### config.mk
export PLATFORM = sky130hd
export DESIGN_NAME = seg7_scan_driver
export DESIGN_NICKNAME = d
export VERILOG_FILES = /design/src/rtl/seg7_scan_driver.sv
export SDC_FILE = /design/constraint.sdc
export NUM_CORES = 1
export LEC_CHECK = 0
export BUFFER_PORTS_ARGS = -buffer_cell sky130_fd_sc_hd__buf_4
export CAP_MARGIN = 10
export CORE_ASPECT_RATIO = 0.75
export CORE_UTILIZATION = 63
export CTS_BUF_LIST = sky130_fd_sc_hd__clkbuf_16
export DETAILED_ROUTE_END_ITERATION = 7
export MAX_ROUTING_LAYER = met4
export PLACE_DENSITY_LB_ADDON = 0.12
export SYNTH_ARGS = -nofsm -noshare
export SYNTH_HDL_FRONTEND = slang
export SYNTH_SLANG_ARGS = --single-unit
export TNS_END_PERCENT = 50
### constraint.sdc
create_clock -name clk_c -period 4.4 [get_ports clk_c]
set_input_delay 0 -clock clk_c [delete_from_list [all_inputs] [get_ports clk_c]]
set_output_delay 0 -clock clk_c [all_outputs]
set_load 0.1 [all_outputs]
### src/rtl/seg7_scan_driver.sv
// Time-multiplexed driver for a 4-digit common-anode 7-segment display.
// It shows a per-frame snapshot of four BCD digits and can blink the selected digit in adjust mode.
module seg7_scan_driver #(
  parameter int unsigned REFRESH_DIV = 100000,
  parameter int unsigned BLINK_DIV   = 25000000
) (
  input  logic       clk_c,
  input  logic       reset_c,
  input  logic       ADJ,
  input  logic [1:0] SEL,
  input  logic [3:0] min_tens,
  input  logic [3:0] min_ones,
  input  logic [3:0] sec_tens,
  input  logic [3:0] sec_ones,
  output logic [3:0] an,
  output logic [6:0] seg,
  output logic       dp,
  output logic       frame_start
);

  localparam int unsigned CNT_W = $clog2(REFRESH_DIV);
  localparam int unsigned BLK_W = $clog2(BLINK_DIV);
  localparam logic [CNT_W-1:0] CNT_LAST = CNT_W'(REFRESH_DIV - 1);
  localparam logic [BLK_W-1:0] BLK_LAST = BLK_W'(BLINK_DIV - 1);

  logic [CNT_W-1:0] cnt_q, cnt_d;
  logic [1:0]       idx_q, idx_d;
  logic [3:0]       shadow_q [4];
  logic [3:0]       shadow_d [4];
  logic [BLK_W-1:0] blink_cnt_q, blink_cnt_d;
  logic             blink_ph_q, blink_ph_d;
  logic [3:0]       an_q, an_d;
  logic [6:0]       seg_q, seg_d;
  logic             dp_q, dp_d;
  logic             frame_start_q, frame_start_d;

  logic       tick;
  logic       blank;
  logic [3:0] digit;

  always_comb begin
    tick  = (cnt_q == CNT_LAST);
    cnt_d = tick ? '0 : cnt_q + CNT_W'(1);
    idx_d = tick ? idx_q + 2'd1 : idx_q;

    shadow_d      = shadow_q;
    frame_start_d = 1'b0;
    if (tick && idx_q == 2'd3) begin
      shadow_d[0]   = sec_ones;
      shadow_d[1]   = sec_tens;
      shadow_d[2]   = min_ones;
      shadow_d[3]   = min_tens;
      frame_start_d = 1'b1;
    end

    // Holding the blink state at zero while ADJ is low makes every ADJ rise start visible.
    blink_cnt_d = '0;
    blink_ph_d  = 1'b0;
    if (ADJ) begin
      if (blink_cnt_q == BLK_LAST) begin
        blink_cnt_d = '0;
        blink_ph_d  = ~blink_ph_q;
      end else begin
        blink_cnt_d = blink_cnt_q + BLK_W'(1);
        blink_ph_d  = blink_ph_q;
      end
    end

    digit = shadow_q[idx_q];
    case (digit)
      4'd0:    seg_d = 7'h40;
      4'd1:    seg_d = 7'h79;
      4'd2:    seg_d = 7'h24;
      4'd3:    seg_d = 7'h30;
      4'd4:    seg_d = 7'h19;
      4'd5:    seg_d = 7'h12;
      4'd6:    seg_d = 7'h02;
      4'd7:    seg_d = 7'h78;
      4'd8:    seg_d = 7'h00;
      4'd9:    seg_d = 7'h10;
      default: seg_d = 7'h7F;
    endcase

    dp_d  = (idx_q != 2'd2);
    blank = ADJ && blink_ph_q && (idx_q == SEL);
    // The first cycle of every slot is blanked so the previous digit does not ghost.
    an_d  = ((cnt_q == '0) || blank) ? 4'hF : ~(4'b0001 << idx_q);
  end

  always_ff @(posedge clk_c) begin
    if (reset_c) begin
      cnt_q         <= '0;
      idx_q         <= '0;
      shadow_q      <= '{default: '0};
      blink_cnt_q   <= '0;
      blink_ph_q    <= 1'b0;
      an_q          <= 4'hF;
      seg_q         <= 7'h7F;
      dp_q          <= 1'b1;
      frame_start_q <= 1'b0;
    end else begin
      cnt_q         <= cnt_d;
      idx_q         <= idx_d;
      shadow_q      <= shadow_d;
      blink_cnt_q   <= blink_cnt_d;
      blink_ph_q    <= blink_ph_d;
      an_q          <= an_d;
      seg_q         <= seg_d;
      dp_q          <= dp_d;
      frame_start_q <= frame_start_d;
    end
  end

  assign an          = an_q;
  assign seg         = seg_q;
  assign dp          = dp_q;
  assign frame_start = frame_start_q;

endmodule
==> results.md, run 1 <==
- Setup tns final: 0 ns
- Number of clock sinks seen by CTS: 74
- Routability-driven placement congestion ratio: 0.912
- Power Total: 1.49 mW
- Core outline area: 0.00509 mm²
- Total routing usage reported by global routing: 30.9%
- Total via count after detailed routing: 3,046
- Relative max-transition margin: 55.3%
- Slowest cell delay on critical path: 0.68 ns
- Final setup skew: 0.00628 ns
- Number of routed nets with antenna violations: 0
- Quantity of I/O buffers inserted on ports: 33
- CTS Root Buffer Type: sky130_fd_sc_hd__clkbuf_16
- Count of boundary I/O pins: 34
- Overall die width: 87.6 µm
- Final-report hold violation count: 0
- WP data required: 4.60 ns
- Most used cells in the layout excluding fill and tap cells: sky130_fd_sc_hd__dfxtp_1 (74), sky130_fd_sc_hd__buf_4 (36), sky130_fd_sc_hd__nor2_1 (33), sky130_fd_sc_hd__a21oi_1 (33), sky130_fd_sc_hd__nand4_1 (31)
- Post-synthesis async set-or-reset flop share: 0%
- Number of enable flip-flop cells after synthesis: 0
- Antenna violations before repair: 1
- Cell at the slowest stage of the critical path: sky130_fd_sc_hd__ha_1
- Synthesized flop and latch total: 74
- Initial core utilization: 68.0%
- Highest attainable clock frequency: 0.382 GHz
- Number of resized instances in the post-cts repair step: 0
- Final critical delay including setup and external delays: 2.62 ns
- Classification of the worst setup path: reg -> reg
- Total of endpoints with negative setup slack in the final report: 0
- Result of the run: finished, final reports clean
- Overall overflow remaining after global route: 0
- Category of the worst setup path capture point: flip-flop
- Part of the Yosys area used for sequential elements: 42.8%
- Synth top area share: 42.8%
- Post-synthesis cell type count: 36
- Half-perimeter wire length of the detailed placement result: 4810 µm
- Cell count after synthesis: 390
- Vias per cell: 6.06
- Fraction of the cycle the final worst path needs: 59.4%
- FILL cells: 309
- Worst Tran Pin Value: 0.670 ns
- RSZ-0062 raised after global routing: false
- First-pass GRT wire length: 13,200 µm
- Clock Latency Late Sink: 0.33 ns
- DRC viols: 0
- Vias in the first global route: 2,805
- Buffers from clock root to sink, at most: 2
- Share of cells above drive strength 1: 14.2%
- Maximum number of pins on one net before global-route repair: 28
- Die height: 66.2 µm
- H-tree Lvls: 3
- Post-synthesis instance area: 0.00346 mm²
- Largest vdd supply drop: 279 µV
- Cell types with the largest area share after synthesis: sky130_fd_sc_hd__dfxtp_1 (43%), sky130_fd_sc_hd__o31ai_1 (5.6%), sky130_fd_sc_hd__nand4_1 (5.6%)
- Clock-pin slew on the worst setup and hold paths: 0.06 ns
- Number of nets in the layout: 458
- Warning count from the yosys run: 0
- Syn Area/Cell: 8.88 µm²
- Type of the worst min-delay path: in -> reg
- Buffers inserted during post-CTS setup optimization: 0
- Maxcap violations: 0
- Overall routed net length: 7810 µm
- DRC violation total after the first TritonRoute iteration: 219
- Crit path max fanout: 18
- Layout area overhead: 20.6%
- Site Rows: 22
- Mapped Nets: 423
- Startpoint type of the worst setup path: flip-flop
- Number of search-and-repair iterations in the first detailed-routing pass: 5
- Leakage power total: 1.42 nW
- Power density of the placed cells: 357 mW/mm²
- Sequence of cells on the critical path: ha_1 > clkinv_1 > o31ai_1 > a21oi_1
- Leading cell type in the layout, fill and taps excluded: sky130_fd_sc_hd__dfxtp_1
- Final Slew Violations: 0
- Hold buffers post-CTS: 16
- Post-Route Utilization: 82.0%
- Synth area leader: sky130_fd_sc_hd__dfxtp_1
- Clock tree from TritonCTS: yes
- Most used flip-flop cell after synthesis: sky130_fd_sc_hd__dfxtp_1
- WL per Instance: 15.5 µm
- Arrival time worst endpoint: 2.82 ns
- Die area: 0.00580 mm²
- Number of buffers added by the clock tree synthesis step: 9
## kinds of logic (layout without fill, tap and decap cells)
| logic type | Yosys count | count (layout) | share of synthesized area, % |
|---|---|---|---|
| AND/OR/NAND/NOR | 152 | 152 | 24.1 |
| AO/OA/AOI/OAI | 75 | 75 | 13.1 |
| flip-flops | 74 | 74 | 42.8 |
| buffers and inverters | 41 | 81 | 4.81 |
| XOR/XNOR | 28 | 28 | 7.08 |
| adder cells (fa/ha/maj) | 12 | 12 | 4.34 |
| multiplexers | 8 | 8 | 3.76 |
| other | 0 | 1 | 0 |
## critical path, delay by kind of cell (launching register included)
kind                       cells  cell delay (ns)
adders and majority gates      1             0.68
DFF                            1             0.62
AOI/OAI and AO/OA              2             0.57
buffers and inverters          1             0.61
## Yosys cell counts (5+ instances only)
cell / n
sky130_fd_sc_hd__nand3_1: 21
sky130_fd_sc_hd__dfxtp_1: 74
sky130_fd_sc_hd__or4_1: 12
sky130_fd_sc_hd__a21oi_1: 33
sky130_fd_sc_hd__o21ai_0: 11
sky130_fd_sc_hd__nand2_1: 18
sky130_fd_sc_hd__nor4_1: 7
sky130_fd_sc_hd__clkbuf_1: 23
sky130_fd_sc_hd__inv_1: 12
sky130_fd_sc_hd__xor2_1: 16
sky130_fd_sc_hd__xnor2_1: 12
sky130_fd_sc_hd__nor3_1: 5
sky130_fd_sc_hd__o31ai_1: 26
sky130_fd_sc_hd__or3_1: 6
sky130_fd_sc_hd__nor2_1: 33
sky130_fd_sc_hd__ha_1: 12
sky130_fd_sc_hd__and3_1: 6
sky130_fd_sc_hd__nand4_1: 31
## state kept, by name, indices dropped and copies added, names as in the netlist
| signal | count |
|---|---|
| shadow_q | 16 |
| frame_start | 1 |
| seg | 7 |
| cnt_q | 17 |
| blink_cnt_q | 25 |
| an | 4 |
| idx_q | 2 |
| blink_ph_q | 1 |
| dp | 1 |
## stage by stage
step | cells | instance area [µm²] | setup WS [ns] | hold slack (ns)
after floorplan | 390 | 3460 | 2.27 | 0.154
after global placement | 470 | 3720 | 2.00 | 0.276
after detailed placement | 470 | 3720 | 1.90 | 0.277
after CTS | 502 | 4170 | 1.88 | 0.0342
after global routing | 503 | 4170 | 1.60 | 0.0452
final | 503 | 4170 | 1.78 | 0.0409
## metal layers
layer | global-route usage, % | wire [µm] | part of all wire [%] | up-vias
met4 | 13.5 | 246 | 3.1 | 0
met5 | - | 0 | 0 | -
met1 | 39.1 | 3610 | 46 | 1394
li1 | - | - | - | 1501
met3 | 8.61 | 456 | 5.8 | 24
met2 | 46.4 | 3500 | 45 | 127
## power by group
group          switching (mW)  leakage [nW]  internal (mW)
combinational          0.0546         0.690         0.0341
sequential            0.00616         0.600          0.677
clock                   0.280         0.133          0.436
total                   0.341          1.42           1.15
## worst paths after layout
check | from | endpoint | slack, ns | cells past startpoint
min | reset_c | idx_q[0]$_SDFFE_PP0P_ | 0.04 | 2
min reg2reg | shadow_q[8]$_SDFFE_PP0P_ | shadow_q[8]$_SDFFE_PP0P_ | 0.47 | 2
max | idx_q[0]$_SDFFE_PP0P_ | shadow_q[5]$_SDFFE_PP0P_ | 1.78 | 4
max reg2reg | idx_q[0]$_SDFFE_PP0P_ | shadow_q[5]$_SDFFE_PP0P_ | 1.78 | 4
## layout make-up
| cell class | instances | area (µm²) | share of cell area (%) |
|---|---|---|---|
| multi-input combinational | 275 | 1830 | 43.7 |
| antenna | 1 | 2.50 | 0.0600 |
| clock inverter | 7 | 70.1 | 1.68 |
| sequential | 74 | 1480 | 35.5 |
| tap | 72 | 90.1 | 2.16 |
| inverter | 13 | 48.8 | 1.17 |
| clock buffer | 9 | 225 | 5.40 |
| timing repair buffer | 52 | 430 | 10.3 |
(Power assumes the default switching activity.)
==> inputs of run 2 (changes only) <==
ABC_AREA = 1   (was unset)
CORE_UTILIZATION = 54   (was 63)
clock period = 2.4 ns   (was 4.4 ns; I/O delays follow)
==> run 2 against run 1 <==
Against the previous run:
- critical path depth increased by 6
- sequential share of layout area is 3.3 points lower
- flip-flop and latch count is the same
- design area grew 10%
- clock skew rose by 0.0018 ns
- power is 96% higher
- combinational power grew 85%
- final cell count increased by 39%
- clock power up 110%
- first-iteration DRC count decreased by 33%
- sequential power increased by 83%
- wire length rose by 8.6%
==> results.md, run 2 <==
- Fraction of the cycle the final worst path needs: 77.1% (+18 points)
- CTS Root Buffer Type: sky130_fd_sc_hd__clkbuf_16
- Final critical delay including setup and external delays: 1.85 ns (-0.765 ns)
- Overall die width: 98.9 µm (+13%)
- Count of boundary I/O pins: 34 (unchanged)
- WP data required: 2.62 ns (-1.98 ns)
- FILL cells: 592 (+92%)
- Final Instance Area: 0.00460 mm² (+10%)
- Maxcap violations: 0 (unchanged)
- Clock-pin slew on the worst setup and hold paths: 0.06 ns (about the same)
- Cell types with the largest area share after synthesis: sky130_fd_sc_hd__dfxtp_1 (39%), sky130_fd_sc_hd__nand2_1 (16%), sky130_fd_sc_hd__nor2_1 (9.1%)
- Result of the run: finished, final reports clean
- WL per Instance: 12.1 µm (-22%)
- Number of buffers added by the clock tree synthesis step: 9 (unchanged)
- Number of enable flip-flop cells after synthesis: 0 (unchanged)
- Category of the worst setup path capture point: flip-flop
- DRC violation total after the first TritonRoute iteration: 146 (-33%)
- Overall overflow remaining after global route: 0 (unchanged)
- Largest vdd supply drop: 362 µV (+30%)
- DRC viols: 0 (unchanged)
- Uppermost routed layer: met4
- Total via count after detailed routing: 3,527 (+16%)
- Most used cells in the layout excluding fill and tap cells: sky130_fd_sc_hd__nand2_1 (160), sky130_fd_sc_hd__nor2_1 (92), sky130_fd_sc_hd__dfxtp_1 (74), sky130_fd_sc_hd__inv_1 (60), sky130_fd_sc_hd__nand3_1 (35)
- Number of clock sinks seen by CTS: 74 (unchanged)
- Layout area overhead: 20.8%
- Highest attainable clock frequency: 0.541 GHz (+41%)
- Total routing usage reported by global routing: 25.1% (-5.8 points)
- Depth of the most critical reg-to-reg path: 10 (+6)
- Number of resized instances in the post-cts repair step: 0 (unchanged)
- Top reg by flops: blink_cnt_q
- Metal3 WL: 539 µm (+18%)
- Clock Latency Late Sink: 0.33 ns (about the same)
- Final-report hold violation count: 0 (unchanged)
- Most repeated cell in the gate-level netlist after synthesis: sky130_fd_sc_hd__nand2_1
- RSZ-0062 raised after global routing: false
- Synthesized flop and latch total: 74 (unchanged)
- Post-synthesis instance area: 0.00381 mm² (+9.9%)
- Number of nets in the layout: 644 (+41%)
- Vias in the first global route: 3,087 (+10%)
- Final setup skew: 0.00803 ns (+0.00175 ns)
- H-tree Lvls: 3 (unchanged)
- Cell depth of the worst hold path: 4 (+2)
- Quantity of I/O buffers inserted on ports: 33 (unchanged)
- Buffers from clock root to sink, at most: 2 (unchanged)
- Final Slew Violations: 0 (unchanged)
- Instance area after placement: 0.00408 mm² (+9.9%)
- Maximum number of pins on one net before global-route repair: 26 (-7.1%)
- Clock tree from TritonCTS: yes
- Most common library cells after synthesis: sky130_fd_sc_hd__nand2_1 (160), sky130_fd_sc_hd__nor2_1 (92), sky130_fd_sc_hd__dfxtp_1 (74), sky130_fd_sc_hd__inv_1 (59), sky130_fd_sc_hd__nand3_1 (35)
- Most used flip-flop cell after synthesis: sky130_fd_sc_hd__dfxtp_1
- Startpoint type of the worst setup path: flip-flop
- Number of placed instances with taps included: 666 (+42%)
- Antenna violations before repair: 0 (-1)
- Synth top area share: 38.9% (-3.9 points)
- Arrival time worst endpoint: 2.07 ns (-0.75 ns)
- Classification of the worst setup path: reg -> reg
- Warning count from the yosys run: 0 (unchanged)
- Total of endpoints with negative setup slack in the final report: 0 (unchanged)
- Leakage power total: 1.90 nW (+33%)
- Relative max-transition margin: 68.2% (+13 points)
- Diodes inserted: 0 (-1)
- Vias per cell: 5.05 (-17%)
- Top Registers: blink_cnt_q x25, cnt_q x17, shadow_q x16
- Core outline area: 0.00680 mm² (+34%)
- Part of the Yosys area used for sequential elements: 38.9% (-3.9 points)
- Post-synthesis cell type count: 31 (-14%)
- Crit path max fanout: 15 (-3)
- Initial core utilization: 56.0% (-12 points)
- Cell count after synthesis: 557 (+43%)
- First-pass GRT wire length: 13,900 µm (+4.8%)
- Post-Route Utilization: 67.6% (-14 points)
- Number of flip-flops in the largest register: 25 (unchanged)
- Synth area leader: sky130_fd_sc_hd__dfxtp_1
- Routed met1 length: 3950 µm (+9.3%)
- Worst Tran Pin Value: 0.476 ns (-0.195 ns)
- Number of routed nets with antenna violations: 0 (unchanged)
- Power density of the placed cells: 635 mW/mm² (+78%)
- Syn Area/Cell: 6.83 µm² (-23%)
- Site Rows: 26 (+18%)
- Number of search-and-repair iterations in the first detailed-routing pass: 5 (unchanged)
- Hold Slack: 0.115 ns (+0.0743 ns)
- Die area: 0.00739 mm² (+27%)
- Amount of wire on met2 after detailed routing: 3940 µm (+12%)
- Half-perimeter wire length of the detailed placement result: 5920 µm (+23%)
- Mapped Nets: 590 (+39%)
- Share of cells above drive strength 1: 13.8% (-0.36 points)
- Post-synthesis async set-or-reset flop share: 0% (unchanged)
- Type of the worst min-delay path: in -> reg
- Final Non-Filler Cells: 699 (+39%)
- Setup tns final: 0 ns (unchanged)
- Overall routed net length: 8490 µm (+8.6%)
- Leading cell type in the layout, fill and taps excluded: sky130_fd_sc_hd__nand2_1
- Die height: 74.7 µm (+13%)
- Routability-driven placement congestion ratio: 0.865 (-5.1%)
run 2: metal layers:
layer,global-route usage [%],up-vias
li1,-,1839
met4,7.79,0
met2,40.1,101
met3,6.87,7
met5,-,-
met1,31.2,1580
run 2: cells by family (layout without fill, tap and decap cells):
| kind of cell | Yosys count | count (layout) | share of synthesized area, % |
|---|---|---|---|
| DFF | 74 | 74 | 38.9 |
| adders and majority gates | 12 | 12 | 3.94 |
| buffers and inverters | 75 | 133 | 8.68 |
| xor gates and xnor gates | 11 | 11 | 2.53 |
| AOI/OAI and AO/OA | 42 | 42 | 6.11 |
| and+or+nand+nor | 343 | 343 | 39.8 |
run 2: critical path, cell delays in order (launching register included):
cell and delay [ns]:
sky130_fd_sc_hd__dfxtp_1 0.59, sky130_fd_sc_hd__inv_2 0.18, sky130_fd_sc_hd__nand2_1 0.10, sky130_fd_sc_hd__nand3_1 0.06, sky130_fd_sc_hd__nand2_1 0.19, sky130_fd_sc_hd__inv_1 0.09, sky130_fd_sc_hd__ha_1 0.18, sky130_fd_sc_hd__inv_1 0.05
sky130_fd_sc_hd__nand2_1 0.07, sky130_fd_sc_hd__o211ai_1 0.12, sky130_fd_sc_hd__nand2_1 0.09
run 2: path summary, 6_finish.rpt:
check                             from                        end  slack [ns]
max              idx_q[0]$_SDFFE_PP0P_          seg[0]$_SDFF_PP1_        0.55
min reg2reg  blink_cnt_q[0]$_SDFF_PP0_  blink_cnt_q[0]$_SDFF_PP0_        0.46
max reg2reg      idx_q[0]$_SDFFE_PP0P_          seg[0]$_SDFF_PP1_        0.55
min                             SEL[0]           an[0]$_SDFF_PP1_        0.12
run 2: cell type report:
type                            count  area [µm²]  area share, %
Timing Repair Buffer               52         435           9.47
Sequential cell                    74        1480           32.2
Tap cell                           84         105           2.29
Clock buffer                        9         225           4.90
Multi-Input combinational cell    408        1990           43.4
Clock inverter                      6         108           2.34
Inverter                           66         248           5.39
run 2: through the flow:
| stage | worst slack [ns] | power (mW) |
|---|---|---|
| after floorplan | 0.965 | 1.37 |
| after global placement | 0.708 | 1.41 |
| after detailed placement | 0.602 | 1.42 |
| after CTS | 0.570 | 2.94 |
| after global routing | 0.336 | 3.00 |
| final | 0.550 | 2.92 |
run 2: power breakdown:
group          total, mW  switching [mW]  internal [mW]
Clock               1.50           0.500           1.00
Sequential          1.25         0.00730           1.24
Combinational      0.164           0.101         0.0626
Total               2.92           0.608           2.31
run 2: what timing repair did:
| action | in CTS | in global routing |
|---|---|---|
| endpoints found under the hold margin | 26 | 0 |
| buffers inserted | 0 | 0 |
| hold buffers | 18 | 0 |
==> inputs of run 3 (changes only) <==
clock period = 1.6 ns   (was 2.4 ns; I/O delays follow)
==> run 3 against run 2 <==
Against the previous run:
- via count is 3.7% higher
- worst setup slack lost 0.49 ns
- design area rose by 6.0%
- global-route usage up 0.43 points
- largest cell class unchanged
- sequential share of layout area down 1.6 points
- largest power group unchanged
- core utilization up 4.1 points
- power rose by 53%
- final cell count increased by 2.9%
- die area did not move
- first-iteration DRC count is 32% higher
- clock skew decreased by 0.0028 ns
- worst hold slack improved by 0.049 ns
==> results.md, run 3 (synthesis gave the netlist of run 2 again) <==
- Result of the run: finished, final reports clean
- Half-perimeter wire length of the detailed placement result: 5880 µm (-0.73%)
- Clock Latency Late Sink: 0.33 ns (about the same)
- Number of clock sinks seen by CTS: 74 (unchanged)
- Leading cell type in the layout, fill and taps excluded: sky130_fd_sc_hd__nand2_1
- CTS Root Buffer Type: sky130_fd_sc_hd__clkbuf_16
- First-pass GRT wire length: 14,400 µm (+3.7%)
- Family with the most delay on the worst path: simple AND/OR/NAND/NOR gates
- Area of the multi-input gates: 0.00210 mm² (+5.2%)
- Final Non-Filler Cells: 719 (+2.9%)
- Number of search-and-repair iterations in the first detailed-routing pass: 5 (unchanged)
- Antenna violations before repair: 0 (unchanged)
- Vias in the first global route: 3,219 (+4.3%)
- Count of buffer and inverter cells on the critical path: 2 (-1)
- Post-Route Utilization: 71.7% (+4.1 points)
- WL per Instance: 12.8 µm (+5.3%)
- Total via count after detailed routing: 3,659 (+3.7%)
- Number of routed nets with antenna violations: 0 (unchanged)
- Fraction of the cycle the final worst path needs: 96.3% (+19 points)
- Diodes inserted: 0 (unchanged)
- Die area: 0.00739 mm² (unchanged)
- Share of cells above drive strength 1: 19.1% (+5.2 points)
- Final critical delay including setup and external delays: 1.54 ns (-0.309 ns)
- Overall die width: 98.9 µm (unchanged)
- Final setup skew: 0.00520 ns (-0.00282 ns)
- CP Depth: 10 (unchanged)
- Site Rows: 26 (unchanged)
- Power Total: 4.45 mW (+53%)
- Depth of the most critical reg-to-reg path: 10 (unchanged)
- Number of placed instances with taps included: 678 (+1.8%)
- Buffers from clock root to sink, at most: 2 (unchanged)
- Crit path max fanout: 8 (-7)
- R2r startpoint: cnt_q[1]$_SDFF_PP0_
- Maximum number of pins on one net before global-route repair: 26 (unchanged)
- Slack of the worst reg-to-reg path: 0.06 ns (-0.49 ns)
- Leakage power total: 2.02 nW (+6.8%)
- Worst Hold End: an[2]$_SDFF_PP1_
- Classification of the worst setup path: reg -> reg
- Layout area overhead: 28.1%
- Startpoint type of the worst setup path: flip-flop
- Overall routed net length: 9190 µm (+8.3%)
- Final Instance Area: 0.00487 mm² (+6.0%)
- Setup slack of the critical path after layout: 0.0588 ns (-0.491 ns)
- Highest attainable clock frequency: 0.649 GHz (+20%)
- Top reg by flops: blink_cnt_q
- Number of nets in the layout: 663 (+3.0%)
- Hold Slack: 0.164 ns (+0.0490 ns)
- Die height: 74.7 µm (unchanged)
- Start point of the worst min-delay path: SEL[0]
- WP data required: 1.83 ns (-0.79 ns)
- Type of the worst min-delay path: in -> reg
- RSZ-0062 raised after global routing: true
- DRC violation total after the first TritonRoute iteration: 193 (+32%)
- Clock tree from TritonCTS: yes
- Clock-pin slew on the worst setup and hold paths: 0.06 ns (about the same)
- Most used cells in the layout excluding fill and tap cells: sky130_fd_sc_hd__nand2_1 (159), sky130_fd_sc_hd__nor2_1 (86), sky130_fd_sc_hd__dfxtp_1 (70), sky130_fd_sc_hd__inv_1 (59), sky130_fd_sc_hd__buf_4 (49)
- Arrival time worst endpoint: 1.77 ns (-0.30 ns)
- Power density of the placed cells: 913 mW/mm² (+44%)
- Instance area after placement: 0.00420 mm² (+2.8%)
- Largest vdd supply drop: 614 µV (+70%)
- Initial core utilization: 56.0% (unchanged)
- Core outline area: 0.00680 mm² (unchanged)
- Vias per cell: 5.09 (+0.86%)
- FILL cells: 548 (-7.4%)
- Cell at the slowest stage of the critical path: sky130_fd_sc_hd__dfxtp_4
- Worst Tran Pin Value: 0.506 ns (+0.0301 ns)
- Top Registers: blink_cnt_q x25, cnt_q x17, shadow_q x16
- Relative max-transition margin: 66.1% (-2.1 points)
- Sequence of cells on the critical path: ha_4 > nand2_4 > inv_4 > nand2_4 > inv_2 > nand2_2 > nor2_4 > nand2_4 > nor2_2 > nor2_1
- Cell depth of the worst hold path: 5 (+1)
- Quantity of I/O buffers inserted on ports: 33 (unchanged)
- Overall overflow remaining after global route: 0 (unchanged)
- Final-report hold violation count: 0 (unchanged)
- Slowest cell delay on critical path: 0.36 ns (-0.23 ns)
- Maxcap violations: 0 (unchanged)
- DRC viols: 0 (unchanged)
- Category of the worst setup path capture point: flip-flop
- Pre-CTS setup slack: 0.0304 ns (-0.571 ns)
- Routability-driven placement congestion ratio: 0.881 (+1.8%)
- Setup tns final: 0 ns (unchanged)
- FF/Latch Area: 0.00149 mm² (+0.68%)
- Most common cell on crit path: sky130_fd_sc_hd__nand2_4
- H-tree Lvls: 3 (unchanged)
- Count of boundary I/O pins: 34 (unchanged)
- Number of buffers added by the clock tree synthesis step: 9 (unchanged)
- Total of endpoints with negative setup slack in the final report: 0 (unchanged)
- Final Slew Violations: 0 (unchanged)
- Capture instance of the worst register-to-register path: shadow_q[4]$_SDFFE_PP0P_
- Total routing usage reported by global routing: 25.5% (+0.43 points)
- Number of flip-flops in the largest register: 25 (unchanged)
run 3: cell count changes in the layout (fill, tap and decap cells not counted), moves of 2 or more:
| cell | before | now |
|---|---|---|
| sky130_fd_sc_hd__nor2_1 | 92 | 86 |
| sky130_fd_sc_hd__nor2_4 | 3 | 6 |
| sky130_fd_sc_hd__dfxtp_4 | 0 | 2 |
| sky130_fd_sc_hd__dfxtp_2 | 0 | 2 |
| sky130_fd_sc_hd__ha_1 | 12 | 10 |
| sky130_fd_sc_hd__dfxtp_1 | 74 | 70 |
| sky130_fd_sc_hd__nor2_2 | 15 | 18 |
| sky130_fd_sc_hd__buf_4 | 34 | 49 |
| sky130_fd_sc_hd__buf_12 | 0 | 2 |
run 3: power by group:
group | switching, mW | internal (mW)
clock network | 0.784 | 1.52
registers | 0.0131 | 1.86
logic | 0.160 | 0.109
run 3: worst max path at each step:
stage | startpoint | to | slack (ns)
floorplan | idx_q[1]$_SDFFE_PP0P_ | seg[5]$_SDFF_PP1_ | 0.16
global placement | cnt_q[0]$_SDFF_PP0_ | shadow_q[11]$_SDFFE_PP0P_ | 0.05
detailed placement | cnt_q[0]$_SDFF_PP0_ | shadow_q[13]$_SDFFE_PP0P_ | 0.03
CTS | blink_cnt_q[1]$_SDFF_PP0_ | blink_cnt_q[24]$_SDFF_PP0_ | 0.01
global route | cnt_q[1]$_SDFF_PP0_ | shadow_q[4]$_SDFFE_PP0P_ | -0.01
finish | cnt_q[1]$_SDFF_PP0_ | shadow_q[4]$_SDFFE_PP0P_ | 0.06
run 3: final cells by class:
class / count / area share [%]
well taps: 84 / 2.16
inverters: 66 / 5.13
clock inverters: 7 / 2.39
clock buffers: 9 / 4.62
multi-input cells: 410 / 43.0
repair buffers: 69 / 12.1
flip-flops and latches: 74 / 30.6
run 3: repair_timing:
action                                  CTS  global route
hold endpoints to repair                 25             0
hold buffers                             18             0
buffers inserted                          0             5
gates resized for setup                   0            26
endpoints found under the setup margin    0            48
run 3: tightest hold or removal path: stages:
cell and delay [ns]:
sky130_fd_sc_hd__buf_4 0.11, sky130_fd_sc_hd__nand2_1 0.05, sky130_fd_sc_hd__a31oi_1 0.08, sky130_fd_sc_hd__buf_4 0.14, sky130_fd_sc_hd__nand3_1 0.07
run 3: routing by layer:
layer	share of wire (%)	vias to the layer above	GRT usage, %
li1	-	1895	-
met1	48	1665	32.5
met2	47	87	40.1
met3	4.4	12	6.50
met4	0.97	0	8.29
met5	0	-	-
